## src/rtl/cache_fill_if.sv

```systemverilog
// cache_fill_if: bundles the miss request, memory read/return and cache
// array write signals of the cache fill controller.
// master = the fill controller; slave = the CPU/cache/memory side.
interface cache_fill_if #(
  parameter int ADDR_W          = 16,
  parameter int DATA_W          = 16,
  parameter int WORDS_PER_BLOCK = 8
);
  localparam int OFF_W = $clog2(WORDS_PER_BLOCK);

  logic              miss_detected;
  logic [ADDR_W-1:0] miss_address;
  logic              memory_data_valid;
  logic [DATA_W-1:0] memory_data;
  logic              fsm_busy;
  logic              mem_rd_en;
  logic [ADDR_W-1:0] memory_address;
  logic              write_data_array;
  logic [OFF_W-1:0]  fill_word_offset;
  logic [DATA_W-1:0] fill_data;
  logic              write_tag_array;

  modport master (
    input  miss_detected, miss_address, memory_data_valid, memory_data,
    output fsm_busy, mem_rd_en, memory_address, write_data_array,
           fill_word_offset, fill_data, write_tag_array
  );

  modport slave (
    output miss_detected, miss_address, memory_data_valid, memory_data,
    input  fsm_busy, mem_rd_en, memory_address, write_data_array,
           fill_word_offset, fill_data, write_tag_array
  );
endinterface

```

## src/rtl/cache_fill_fsm.sv

```systemverilog
// cache_fill_fsm: on a cache miss, fetches the whole block from pipelined
// memory (one request per cycle), writes each returned word into the data
// array and pulses the tag write together with the last word.
// Optional macro CACHE_CRITICAL_WORD_FIRST_EN: start the fill at the missed
// word and wrap around the block instead of starting at word 0.
module cache_fill_fsm #(
  parameter int ADDR_W          = 16,
  parameter int DATA_W          = 16,
  parameter int WORDS_PER_BLOCK = 8
) (
  input  logic         clk,
  input  logic         rst,
  cache_fill_if.master bus
);
  localparam int OFF_W = $clog2(WORDS_PER_BLOCK);
  localparam int CNT_W = OFF_W + 1;
  localparam logic [CNT_W-1:0] FULL_CNT = CNT_W'(WORDS_PER_BLOCK);
  localparam logic [CNT_W-1:0] LAST_CNT = CNT_W'(WORDS_PER_BLOCK - 1);

  typedef enum logic {S_IDLE = 1'b0, S_FILL = 1'b1} state_t;

  state_t            r_state;
  state_t            w_state_next;
  logic [ADDR_W-1:0] r_block_base;
  logic [OFF_W-1:0]  r_start_off;
  logic [CNT_W-1:0]  r_issue_cnt;
  logic [CNT_W-1:0]  r_ret_cnt;

  logic              w_accept;
  logic              w_issue;
  logic              w_ret;
  logic              w_last;
  logic [ADDR_W-1:0] w_miss_base;
  logic [OFF_W-1:0]  w_miss_off;
  logic [OFF_W-1:0]  w_issue_off;
  logic [OFF_W-1:0]  w_ret_off;
  logic              w_unused_addr_lo;

  logic              w_fsm_busy;
  logic              w_mem_rd_en;
  logic [ADDR_W-1:0] w_memory_address;
  logic              w_write_data_array;
  logic [OFF_W-1:0]  w_fill_word_offset;
  logic [DATA_W-1:0] w_fill_data;
  logic              w_write_tag_array;

  // Block base: clear the word-offset bits plus the byte-in-word bit.
  assign w_miss_base = {bus.miss_address[ADDR_W-1:OFF_W+1], {(OFF_W+1){1'b0}}};

`ifdef CACHE_CRITICAL_WORD_FIRST_EN
  assign w_miss_off = bus.miss_address[OFF_W:1];
`else
  assign w_miss_off = '0;
`endif
  // Byte-in-word bit (and offset bits when fill is block-aligned) are don't-care.
  assign w_unused_addr_lo = ^bus.miss_address[OFF_W:0];

  assign w_accept = (r_state == S_IDLE) && bus.miss_detected;
  assign w_issue  = (r_state == S_FILL) && (r_issue_cnt < FULL_CNT);
  assign w_ret    = (r_state == S_FILL) && bus.memory_data_valid;
  assign w_last   = w_ret && (r_ret_cnt == LAST_CNT);

  // Offsets wrap naturally because the sums are OFF_W bits wide.
  assign w_issue_off = r_start_off + r_issue_cnt[OFF_W-1:0];
  assign w_ret_off   = r_start_off + r_ret_cnt[OFF_W-1:0];

  // State register.
  always_ff @(posedge clk or posedge rst) begin
    if (rst) begin
      r_state <= S_IDLE;
    end else begin
      r_state <= w_state_next;
    end
  end

  // Fill bookkeeping: latch block on miss acceptance, count issues and returns.
  always_ff @(posedge clk or posedge rst) begin
    if (rst) begin
      r_block_base <= '0;
      r_start_off  <= '0;
      r_issue_cnt  <= '0;
      r_ret_cnt    <= '0;
    end else if (w_accept) begin
      r_block_base <= w_miss_base;
      r_start_off  <= w_miss_off;
      r_issue_cnt  <= '0;
      r_ret_cnt    <= '0;
    end else begin
      if (w_issue) begin
        r_issue_cnt <= r_issue_cnt + 1'b1;
      end
      if (w_ret) begin
        r_ret_cnt <= r_ret_cnt + 1'b1;
      end
    end
  end

  // Next state: start a fill on a miss, finish after the last returned word.
  always_comb begin
    w_state_next = r_state;
    case (r_state)
      S_IDLE:  if (bus.miss_detected) w_state_next = S_FILL;
      S_FILL:  if (w_last)            w_state_next = S_IDLE;
      default: w_state_next = S_IDLE;
    endcase
  end

  // Outputs: purely combinational from state, counters and the return strobe.
  always_comb begin
    w_fsm_busy         = 1'b0;
    w_mem_rd_en        = 1'b0;
    w_memory_address   = '0;
    w_write_data_array = 1'b0;
    w_fill_word_offset = '0;
    w_fill_data        = '0;
    w_write_tag_array  = 1'b0;
    if (r_state == S_FILL) begin
      w_fsm_busy = 1'b1;
      if (w_issue) begin
        w_mem_rd_en      = 1'b1;
        w_memory_address = r_block_base + ADDR_W'({w_issue_off, 1'b0});
      end
      if (w_ret) begin
        w_write_data_array = 1'b1;
        w_fill_word_offset = w_ret_off;
        w_fill_data        = bus.memory_data;
        w_write_tag_array  = w_last;
      end
    end
  end

  assign bus.fsm_busy         = w_fsm_busy;
  assign bus.mem_rd_en        = w_mem_rd_en;
  assign bus.memory_address   = w_memory_address;
  assign bus.write_data_array = w_write_data_array;
  assign bus.fill_word_offset = w_fill_word_offset;
  assign bus.fill_data        = w_fill_data;
  assign bus.write_tag_array  = w_write_tag_array;
endmodule

```

## src/flat_wrapper.sv

```systemverilog
// flat-port wrapper written by rule: the top's interface ports become plain ports
module cache_fill_fsm_flat 
#(
  parameter int ADDR_W          = 16,
  parameter int DATA_W          = 16,
  parameter int WORDS_PER_BLOCK = 8
)
  (clk, rst, bus_miss_detected, bus_miss_address, bus_memory_data_valid, bus_memory_data, bus_fsm_busy, bus_mem_rd_en, bus_memory_address, bus_write_data_array, bus_fill_word_offset, bus_fill_data, bus_write_tag_array);
  cache_fill_if #(.ADDR_W(ADDR_W), .DATA_W(DATA_W), .WORDS_PER_BLOCK(WORDS_PER_BLOCK)) bus_i ();
  input  logic clk;
  input  logic rst;
  input wire logic [$bits(bus_i.miss_detected)-1:0] bus_miss_detected;
  input wire logic [$bits(bus_i.miss_address)-1:0] bus_miss_address;
  input wire logic [$bits(bus_i.memory_data_valid)-1:0] bus_memory_data_valid;
  input wire logic [$bits(bus_i.memory_data)-1:0] bus_memory_data;
  output wire logic [$bits(bus_i.fsm_busy)-1:0] bus_fsm_busy;
  output wire logic [$bits(bus_i.mem_rd_en)-1:0] bus_mem_rd_en;
  output wire logic [$bits(bus_i.memory_address)-1:0] bus_memory_address;
  output wire logic [$bits(bus_i.write_data_array)-1:0] bus_write_data_array;
  output wire logic [$bits(bus_i.fill_word_offset)-1:0] bus_fill_word_offset;
  output wire logic [$bits(bus_i.fill_data)-1:0] bus_fill_data;
  output wire logic [$bits(bus_i.write_tag_array)-1:0] bus_write_tag_array;
  assign bus_i.miss_detected = bus_miss_detected;
  assign bus_i.miss_address = bus_miss_address;
  assign bus_i.memory_data_valid = bus_memory_data_valid;
  assign bus_i.memory_data = bus_memory_data;
  assign bus_fsm_busy = bus_i.fsm_busy;
  assign bus_mem_rd_en = bus_i.mem_rd_en;
  assign bus_memory_address = bus_i.memory_address;
  assign bus_write_data_array = bus_i.write_data_array;
  assign bus_fill_word_offset = bus_i.fill_word_offset;
  assign bus_fill_data = bus_i.fill_data;
  assign bus_write_tag_array = bus_i.write_tag_array;
  cache_fill_fsm #(.ADDR_W(ADDR_W), .DATA_W(DATA_W), .WORDS_PER_BLOCK(WORDS_PER_BLOCK)) u_core (.clk(clk), .rst(rst), .bus(bus_i));
endmodule
```

## config.mk

```make
export PLATFORM = sky130hd
export DESIGN_NAME = cache_fill_fsm_flat
export DESIGN_NICKNAME = d
export VERILOG_FILES = /design/src/rtl/cache_fill_if.sv /design/src/rtl/cache_fill_fsm.sv /design/src/flat_wrapper.sv
export SDC_FILE = /design/constraint.sdc
export NUM_CORES = 1
export LEC_CHECK = 0
export BUFFER_PORTS_ARGS = -buffer_cell sky130_fd_sc_hd__buf_4
export CORE_ASPECT_RATIO = 1.5
export CORE_MARGIN = 1.5
export CORE_UTILIZATION = 43
export CTS_BUF_LIST = sky130_fd_sc_hd__clkbuf_2 sky130_fd_sc_hd__clkbuf_4 sky130_fd_sc_hd__clkbuf_8
export CTS_CLUSTER_DIAMETER = 40
export DETAILED_ROUTE_END_ITERATION = 16
export PLACE_DENSITY = 0.78
export SLEW_MARGIN = 20
export SYNTH_ARGS = -nofsm -noshare
export SYNTH_HDL_FRONTEND = slang
export SYNTH_SLANG_ARGS = --single-unit
```

## constraint.sdc

```tcl
create_clock -name clk -period 1.5 [get_ports clk]
set_input_delay 0.225 -clock clk [delete_from_list [all_inputs] [get_ports clk]]
set_output_delay 0.225 -clock clk [all_outputs]
set_load 0.005 [all_outputs]
```

**Word level (Yosys, flattened, before mapping)**

Cells that the tools add are included.
W data, S select, Z words.

- Latch bits: 0
- Word-level logic and storage cells: 36
- Memories kept: 0
- ROM bits: 0
- Memory bits (writable): 0
- Register bits: 21
- Input bits: 36

- Bitwise operators: 1
- Order comparisons: 1
- Div/mod/pow operators: 0
- Reductions and logical operators: 6
- Mux-type cells: 20
- Multipliers: 0
- Add/sub/neg operators: 3
- Shifts and indexed selects: 0
- Equality and inequality tests: 1

Operators by type and width:

| operator | number |
|---|---|
| $mux W16 | 4 |
| $add A16 B4 Y16 | 1 |
| $mux W4 | 4 |
| $mux W1 | 9 |
| $add A4 B1 Y4 const B | 2 |
| $mux W3 | 2 |
| $eq A4 B3 Y1 const B | 1 |
| $logic_and A1 B1 Y1 | 4 |
| $lt A4 B4 Y1 const B | 1 |
| $reduce_bool A2 Y1 | 2 |
| $pmux W1 S2 | 1 |
| $not A1 Y1 | 1 |

**Logic depth before layout (Yosys ltp)**

Gate-level depths: netlist of run 1.

- Depth after elaboration: 4
- Depth in mapped cells: 5

**Worst setup path before layout of run 1**

Ideal clock, no wire load.

- Kind: register -> output
- Start point: register u_core.r_state
- End point: output port bus_memory_address[10]
- Arrival time: 1.033 ns
- Stages on the path, launching flop included: 5
- Required time: 1.275 ns
- Buffers on the path: 2
- Slack: 0.242 ns
- Cells stage by stage: dfrtp_1 and2b_1 buf_4 buf_6 and2_1

- Longest elaborated chain between the ends: 3

Ends and longest elaborated chain:

| element | RTL line | source |
|---|---|---|
| start: declaration | cache_fill_fsm.sv:22 | `state_t r_state;` |
| start signal: assignment | cache_fill_fsm.sv:72 | `r_state <= w_state_next;` |
| $logic_and A1 B1 Y1 | cache_fill_fsm.sv:59 | `assign w_issue = (r_state == S_FILL) && (r_issue_cnt < FULL_CNT);` |
| $mux W16 | cache_fill_fsm.sv:119 | `if (w_issue) begin` |
| $mux W16 * | cache_fill_fsm.sv:117 | `if (r_state == S_FILL) begin` |
| end: declaration | flat_wrapper.sv:18 | `output wire logic [$bits(bus_i.memory_address)-1:0] bus_memory_address;` |

Mark *: on every way between the ends. The rest lies on a longest branch, timed or not.

**Worst setup path in the final report of run 1**

- Start point: register u_core.r_issue_cnt[3]
- End point: output port bus_memory_address[5]

- Longest elaborated chain between the ends: 4

Ends and longest elaborated chain:

| element | RTL line | source |
|---|---|---|
| start: declaration | cache_fill_fsm.sv:26 | `logic [CNT_W-1:0] r_issue_cnt;` |
| start signal: assignment | cache_fill_fsm.sv:90 | `r_issue_cnt <= r_issue_cnt + 1'b1;` |
| $lt A4 B4 Y1 | cache_fill_fsm.sv:59 |  |
| $logic_and A1 B1 Y1 | cache_fill_fsm.sv:59 |  |
| $mux W16 | cache_fill_fsm.sv:119 |  |
| $mux W16 | cache_fill_fsm.sv:117 |  |

No other way between the ends.

==> results of run 1 <==
[layout make-up]
class	instances	area [µm²]
clock buffers	4	30.0
fillers	202	621
inverters	1	3.75
multi-input cells	103	599
flip-flops and latches	21	527
well taps	24	30.0
repair buffers	82	667
[flip-flops by register name, summed over array words and instances, names as in the netlist]
| register | count |
|---|---|
| u_core.r_issue_cnt | 4 |
| u_core.r_ret_cnt | 4 |
| u_core.r_state | 1 |
| u_core.r_block_base | 12 |
[worst reg2reg max path, stage by stage (launching register included)]
cell,delay [ps]
dfrtp_2,470
buf_4,180
nand2b_1,210
buf_4,210
nand2_1,80
nand2_1,50
[worst paths after layout]
check / slack, ps / from / to
max: -60 / u_core.r_issue_cnt[3] / bus_memory_address[5]
min: 110 / bus_miss_address[6] / u_core.r_block_base[6]
max reg2reg: 200 / u_core.r_state / u_core.r_block_base[15]
min reg2reg: 480 / u_core.r_ret_cnt[3] / u_core.r_ret_cnt[3]
max in group asynchronous: 760 / rst / u_core.r_state
min in group asynchronous: 510 / rst / u_core.r_ret_cnt[2]
[timing repair]
| item | CTS | global route |
|---|---|---|
| pin swaps | 3 | 14 |
| gates cloned | 1 | 1 |
| hold buffers | 1 | 0 |
| gates resized for setup | 4 | 31 |
| hold endpoints to repair | 21 | 0 |
| setup endpoints to repair | 18 | 25 |
| buffers inserted | 2 | 5 |
[per-layer routing]
layer / part of all wire [%] / GRT usage [%]
met1: 35 / 21.1
met2: 54 / 39.8
met3: 9.4 / 2.73
met4: 0.89 / 4.41
met5: 0 / 0
[cell families (layout without fill, tap and decap cells)]
kind of cell | Yosys count | after routing | synth area share, %
fa+ha+maj | 2 | 2 | 2.20
simple gates | 90 | 92 | 39.3
compound gates | 4 | 4 | 2.09
xor+xnor | 3 | 3 | 2.31
other cells | 1 | 1 | 0.329
flops | 21 | 21 | 46.1
mux | 1 | 1 | 0.878
buf+inv | 12 | 87 | 6.80
[power groups by stage]
stage	sequential [W]	combinational (W)	clock, W
after global placement	0.000991	0.00108	0
final	0.00103	0.00150	0.000288
after detailed placement	0.00101	0.00113	0
after CTS	0.00101	0.00120	0.000289
after global routing	0.00105	0.00165	0.000312
after floorplan	0.000963	0.000664	0
[through the flow]
step | power, W | setup TNS (ps) | area [µm²] | setup slack, ps | hold WS (ps)
after floorplan | 0.00163 | 0 | 1140 | 242 | 202
after global placement | 0.00207 | 0 | 1650 | 70.6 | 275
after detailed placement | 0.00214 | 0 | 1650 | 58.4 | 279
after CTS | 0.00250 | -400 | 1720 | -35.5 | 101
after global routing | 0.00302 | -911 | 1860 | -86.0 | 100
final | 0.00282 | -211 | 1860 | -60.5 | 105
[cells in the final DEF, fill, tap and decap left out]
| cell type | count |
|---|---|
| xnor2_1 | 2 |
| a41oi_1 | 1 |
| dlygate4sd3_1 | 1 |
| mux2i_1 | 1 |
| dfrtp_2 | 1 |
| and3b_1 | 1 |
| conb_1 | 1 |
| buf_4 | 68 |
| ha_2 | 1 |
| ha_1 | 1 |
| and3_4 | 1 |
| nor2_1 | 6 |
| nand2b_1 | 1 |
| nand3_1 | 3 |
| and2b_2 | 1 |
| nor2b_1 | 1 |
| and2b_4 | 2 |
| dfrtp_1 | 20 |
| and3_1 | 18 |
| inv_1 | 1 |
| and2_4 | 14 |
| o21ai_1 | 1 |
| and2_1 | 2 |
| nand2_1 | 41 |
| xor2_1 | 1 |
| nand3b_1 | 1 |
| clkbuf_4 | 4 |
| buf_6 | 13 |
| o21ai_0 | 2 |
==> metrics, run 1 <==
max frequency 0.641 GHz; share of cells above drive strength 1 49.8%; synth top area cells dfrtp_1 46%, nand2_1 14%, and3_1 9.9%, and2_1 8.8%, buf_4 2.6%; Clock Skew 3.47 ps; Cells after DPL 221; critical path data required time 1270 ps; min cycle time layout 1560 ps; Final Hold Viols 0; Non-Filler Instances 235; # IOs 75; Critical Path End Type primary output; cell family with most CP delay simple AND/OR/NAND/NOR gates; largest net degree at the start of global routing 22; worst-path maximum fanout 8; crit start category flip-flop; area of the core 0.00248 mm²; Pint 0.00186 W; Clock Pin Slew Worst Setup and Hold Paths 110 ps; crit-path max cell delay 440 ps; Levels on crit path 3; port bufs 69; WS Path Type reg -> out; Via-to-Cell Ratio 5.12; Sw Pwr 0.000962 W; sequential fraction of the synthesis area 46.1%; final worst setup slack -60.5 ps; CP max-delay cell dfrtp_1; clock power share 10.2%; max-slew violation count 0; post-synth cell types 26; post-DP HPWL 2.22 mm; Clock Latency Late Sink 300 ps; worst min path class in -> reg; DR WL/cell 13.9 µm; Starting Density 46.0%; RSZ-0062 raised after global routing yes; R2R cell count 5; Cell Chain, Critical Path and2b_4 > and2_1 > buf_4; CTS Buf Count 3; clk root buf clkbuf_4; share of flip-flops with an asynchronous set or reset 100%; via count 1204; H-tree levels 1; top cell type by total area after synthesis dfrtp_1; Rows 22; leakage 1.06 nW; total global routing overflow 0; cells after synthesis 134; hold path depth 3; TritonCTS clock tree done; clk buf depth 2; most numerous cell in the Yosys netlist nand2_1; nets 250; Avg Synthesized Cell Area 8.51 µm²; vias in the first global route 1136; die area 0.00298 mm²; Yosys top cell area share 46.1%; power per standard cell area 1520 mW/mm²; max-cap violations 0; failing checks negative setup slack; Detailed Routing Iterations Pass 1 4; Final period util 104%; antenna viol nets, final 0; first-pass GRT wire length 4.60 mm; Sw Ratio 34.1%; Synth-to-Final Area Change 62.9%; First DRT Iteration DRCs 19; die width 45.0 µm; drt drc 0; final core utilization 74.9%; Logic pwr share 53.3%; register bit total from synthesis 21; GP Congestion 0.758; CTS sink count 21; most frequent cells after synthesis 41 x nand2_1, 21 x dfrtp_1, 18 x and3_1; CP Data Arrival Time 1340 ps; Worst IR Drop VDD 1.15 mV; Seq pwr share 36.5%; final setup fails 15; ys flop type dfrtp_1; GRT Util Overall 20.2%; Post-synth EDFFs 0; die height 66.1 µm; Mapped Area 0.00114 mm²; Buf+Inv Stages, Crit Path 1; status finished with violations; antenna cell count 0; initial antenna violation count 0; Routed WL 3.27 mm; syn nets 172; Synth Warn # 0
No activity file was read; power rests on OpenSTA's default activity.
==> run 2: changes to the inputs <==
--- a/config.mk
+++ b/config.mk
@@ -6,13 +6,15 @@
 export NUM_CORES = 1
 export LEC_CHECK = 0
 export BUFFER_PORTS_ARGS = -buffer_cell sky130_fd_sc_hd__buf_4
+export CELL_PAD_IN_SITES_DETAIL_PLACEMENT = 1
+export CELL_PAD_IN_SITES_GLOBAL_PLACEMENT = 1
 export CORE_ASPECT_RATIO = 1.5
 export CORE_MARGIN = 1.5
-export CORE_UTILIZATION = 43
+export CORE_UTILIZATION = 29
 export CTS_BUF_LIST = sky130_fd_sc_hd__clkbuf_2 sky130_fd_sc_hd__clkbuf_4 sky130_fd_sc_hd__clkbuf_8
 export CTS_CLUSTER_DIAMETER = 40
 export DETAILED_ROUTE_END_ITERATION = 16
-export PLACE_DENSITY = 0.78
+export PLACE_DENSITY = 0.77
 export SLEW_MARGIN = 20
 export SYNTH_ARGS = -nofsm -noshare
 export SYNTH_HDL_FRONTEND = slang
==> run 2 against run 1 <==
  * Routed wire length rose by 14%
  * Utilization fell by 22 points
  * Critical endpoint is now bus_memory_address[11]
  * The run still ends with negative setup slack left
  * Total power rose by 4.7%
  * Critical path depth rose by 1
==> metrics, run 2 (synthesis gave the netlist of run 1 again) <==
nets 249; worst-path maximum fanout 6; power per standard cell area 1510 mW/mm²; Worst IR Drop VDD 0.884 mV; hold path depth 3; vias in the first global route 1232; DR WL/cell 14.8 µm; first-pass GRT wire length 5.38 mm; Final Hold Viols 0; post-DP HPWL 2.52 mm; total global routing overflow 0; GRT Util Overall 16.7%; failing checks negative setup slack; Routed WL 3.75 mm; RSZ-0062 raised after global routing yes; Final period util 101%; max reg flops 12; initial antenna violation count 0; clk root buf clkbuf_8; Sw Pwr 0.00101 W; Rows 27; antenna cell count 0; Clock Pin Slew Worst Setup and Hold Paths 90 ps; Detailed Routing Iterations Pass 1 3; largest net degree at the start of global routing 22; Tot Pwr 0.00295 W; setup_tns -79.8 ps; min cycle time layout 1520 ps; First DRT Iteration DRCs 18; area of the core 0.00372 mm²; max-slew violation count 0; Clock Latency Late Sink 270 ps; Via-to-Cell Ratio 4.83; Sw Ratio 34.1%; CP max-delay cell dfrtp_2; area post-placement 0.00168 mm²; Seq pwr share 35.1%; leading cell types in the layout, fill and taps excluded 57 x buf_4, 41 x nand2_1, 22 x buf_6; Synth-to-Final Area Change 71.9%; Critical Path End Type primary output; antenna viol nets, final 0; Cell Chain, Critical Path buf_6 > and2b_4 > and2_4 > buf_6; final core utilization 52.7%; Clock Skew 8.72 ps; final setup fails 6; TritonCTS clock tree done; CP most frequent cell buf_6; port bufs 69; drt drc 0; Starting Density 30.7%; max frequency 0.659 GHz; R2R Setup Slk 170 ps; die width 54.2 µm; max-cap violations 0; cell area after layout 0.00196 mm²; # IOs 75; FILL cells 435; WS Path Type reg -> out; GP Congestion 0.749; Logic pwr share 51.6%; Pint 0.00195 W; die height 79.8 µm; crit start category flip-flop; biggest regs u_core.r_block_base (12), u_core.r_issue_cnt (4), u_core.r_ret_cnt (4); share of cells above drive strength 1 53.3%; clock power share 13.3%; CP Data Arrival Time 1290 ps; via count 1223; worst min path class in -> reg; crit-path max cell delay 460 ps; leading cell type in the layout, fill and taps excluded buf_4; leakage 1.06 nW; CTS sink count 21; R2R cell count 6; clk buf depth 2; die area 0.00432 mm²; Most flops, register u_core.r_block_base; critical path data required time 1270 ps; final worst setup slack -17.4 ps; CTS Buf Count 3; H-tree levels 1; status finished with violations
-- run 2: power groups by stage --
| stage | logic [W] | registers, W | clock network (W) |
|---|---|---|---|
| 6_report | 0.00152 | 0.00104 | 0.000391 |
| 5_1_grt | 0.00169 | 0.00108 | 0.000424 |
| 4_1_cts | 0.00122 | 0.00102 | 0.000393 |
| 3_5_place_dp | 0.00114 | 0.00102 | 0 |
| 3_3_place_gp | 0.00109 | 0.000998 | 0 |
| 2_1_floorplan | 0.000664 | 0.000963 | 0 |
-- run 2: area by class of cell --
| type | instances | area, µm² | share of cell area (%) |
|---|---|---|---|
| clock buffers | 3 | 41.3 | 2.11 |
| well taps | 43 | 53.8 | 2.75 |
| inverters | 1 | 3.75 | 0.192 |
| flip-flops and latches | 21 | 527 | 26.9 |
| clock inverters | 1 | 7.51 | 0.383 |
| multi-input cells | 104 | 641 | 32.7 |
| repair buffers | 80 | 686 | 35.0 |
-- run 2: through the flow --
step	setup slack [ps]	instances	hold WS (ps)
after floorplan	242	134	202
after global placement	16.7	240	276
after detailed placement	-19.9	240	285
after CTS	-17.0	248	145
after global routing	-63.5	253	147
final	-17.4	253	140
-- run 2: worst max-delay path: cells and delay by family, from the launching register on --
kind,cells,cell delay (ps)
DFF,1,460
and+or+nand+nor,2,320
buffers and inverters,2,250
-- run 2: repair_timing --
item | CTS | global route
pin swaps | 2 | 11
resized for setup | 5 | 48
hold buffers | 1 | 0
endpoints found under the hold margin | 17 | 0
setup endpoints to repair | 17 | 18
buffers inserted | 1 | 4
gates cloned | 2 | 1
-- run 2: final timing paths --
check	to	from
worst max-delay path	bus_memory_address[11]	u_core.r_state
worst min-delay path	u_core.r_block_base[6]	bus_miss_address[6]
worst max register to register	u_core.r_ret_cnt[2]	u_core.r_state
worst min register to register	u_core.r_ret_cnt[3]	u_core.r_ret_cnt[3]
max in group asynchronous	u_core.r_state	rst
min in group asynchronous	u_core.r_ret_cnt[1]	rst
-- run 2: routing by layer --
metal / up-vias / global-route usage (%) / routed length [µm]
met5: - / 0 / 0
met4: 0 / 5.25 / 38
met3: 4 / 2.62 / 318
met2: 59 / 30.4 / 1950
met1: 580 / 18.8 / 1440
li1: 580 / - / -
==> run 3: changes to the inputs <==
--- a/config.mk
+++ b/config.mk
@@ -15,6 +15,7 @@
 export CTS_CLUSTER_DIAMETER = 40
 export DETAILED_ROUTE_END_ITERATION = 16
 export PLACE_DENSITY = 0.77
+export RECOVER_POWER = 100
 export SLEW_MARGIN = 20
 export SYNTH_ARGS = -nofsm -noshare
 export SYNTH_HDL_FRONTEND = slang
==> run 3 against run 2 <==
  * The flow still finishes with violations (negative setup slack)
  * Via count is the same
  * Non-clock buffer count is the same
  * Die area is the same
  * Setup slack is essentially flat
  * Total power is essentially flat
  * Sequential cell count is the same
  * Cell area shrank 0.13%
  * First-iteration DRC count is the same
  * Clock skew is essentially flat
  * Combinational power is essentially flat
  * Sequential power is essentially flat
  * Critical endpoint unchanged
==> metrics, run 3 (synthesis gave the netlist of run 1 again) <==
die width 54.2 µm; measured slew at the worst slew-check pin 532 ps; post-DP HPWL 2.52 mm; Hold WS 140 ps; port bufs 69; initial antenna violation count 0; worst min path class in -> reg; Final Hold Viols 0; cell area after layout 0.00196 mm²; vias in the first global route 1232; Detailed Routing Iterations Pass 1 3; drt drc 0; area of the core 0.00372 mm²; RR Endpoint u_core.r_ret_cnt[2]; share of cells above drive strength 1 53.3%; CTS sink count 21; Clock Skew 8.72 ps; status finished with violations; power per standard cell area 1510 mW/mm²; antenna cell count 0; nets 249; first-pass GRT wire length 5.38 mm; worst r2r src u_core.r_state; die area 0.00432 mm²; Clock Latency Late Sink 270 ps; clk buf depth 2; Routed WL 3.74 mm; failing checks negative setup slack; via count 1223; leakage 1.06 nW; CP startpoint u_core.r_state; R2R cell count 6; RSZ-0062 raised after global routing yes; setup_tns -79.8 ps; Via-to-Cell Ratio 4.83; Critical Path End Type primary output; H-tree levels 1; min cycle time layout 1520 ps; clk root buf clkbuf_8; max-slew violation count 0; antenna viol nets, final 0; First DRT Iteration DRCs 18; max-cap violations 0; largest net degree at the start of global routing 22; # IOs 75; WS Path Type reg -> out; Rel. slew slack 64.6%; Non-Filler Instances 253; Clock Pin Slew Worst Setup and Hold Paths 90 ps; Starting Density 30.7%; Worst Setup EP bus_memory_address[11]; leading cell type in the layout, fill and taps excluded buf_4; area post-placement 0.00168 mm²; max frequency 0.659 GHz; Cells after DPL 240; Final period util 101%; R2R Setup Slk 170 ps; die height 79.8 µm; CP Data Arrival Time 1290 ps; Worst IR Drop VDD 0.884 mV; GRT Util Overall 16.7%; final setup fails 6; CTS Buf Count 3; critical path data required time 1270 ps; DR WL/cell 14.8 µm; max reg flops 12; GP Congestion 0.749; Most flops, register u_core.r_block_base; hold path depth 3; Tot Pwr 0.00295 W; worst-path maximum fanout 6; Synth-to-Final Area Change 71.7%; leading cell types in the layout, fill and taps excluded 55 x buf_4, 41 x nand2_1, 22 x buf_6; TritonCTS clock tree done; biggest regs u_core.r_block_base (12), u_core.r_issue_cnt (4), u_core.r_ret_cnt (4); Rows 27; crit start category flip-flop; total global routing overflow 0; final worst setup slack -17.4 ps
-- run 3: cell count changes in the layout (fill, tap and decap cells not counted), sizes merged --
| cell | previous run | this run |
|---|---|---|
| buf | 79 | 77 |
| clkbuf | 3 | 5 |
-- run 3: worst min-delay path by stage --
stage,from,to,slack (ps)
after floorplan,rst,u_core.r_block_base[10],200
after global placement,rst,u_core.r_block_base[13],280
after detailed placement,rst,u_core.r_block_base[13],280
after CTS,bus_miss_address[11],u_core.r_block_base[11],140
after global routing,bus_miss_address[15],u_core.r_block_base[15],150
final,bus_miss_address[6],u_core.r_block_base[6],140
-- run 3: power breakdown --
group	internal, W	total [W]	switching [W]
logic	0.000928	0.00152	0.000595
registers	0.000830	0.00104	0.000208
clock network	0.000188	0.000391	0.000203
-- run 3: layer usage --
layer  wire [µm]  global-route usage, %  share of wire [%]  vias up
met2        1950                   30.4                 52       59
met4          38                   5.25                1.0        0
met3         318                   2.62                8.5        4
met1        1440                   18.8                 38      580
met5           0                      0                  0        -
li1            -                      -                  -      580
-- run 3: repair_timing --
action / CTS / global route
setup buffers: 1 / 4
setup endpoints to repair: 17 / 18
hold endpoints to repair: 17 / 0
hold buffers: 1 / 0
pin swaps: 2 / 11
gates resized for setup: 5 / 48
cloned: 2 / 1
-- run 3: area by class of cell --
class | count | area, µm²
Fill cell | 435 | 1760
Timing Repair Buffer | 80 | 683
Clock inverter | 1 | 7.51
Sequential cell | 21 | 527
Tap cell | 43 | 53.8
Multi-Input combinational cell | 104 | 641
Inverter | 1 | 3.75
Clock buffer | 3 | 41.3
-- run 3: worst max-delay path, cell delays in order (launching register included) --
cell and delay (ps):
dfrtp_2 460, buf_6 140, and2b_4 180, and2_4 140
buf_6 110
-- run 3: metrics by stage --
| step | setup slack (ps) | util, % |
|---|---|---|
| 2_1_floorplan | 242 | - |
| 3_3_place_gp | 16.7 | 45.1 |
| 3_5_place_dp | -19.9 | 45.1 |
| 4_1_cts | -17.0 | 47.5 |
| 5_1_grt | -63.5 | 52.7 |
| 6_report | -17.4 | 52.7 |
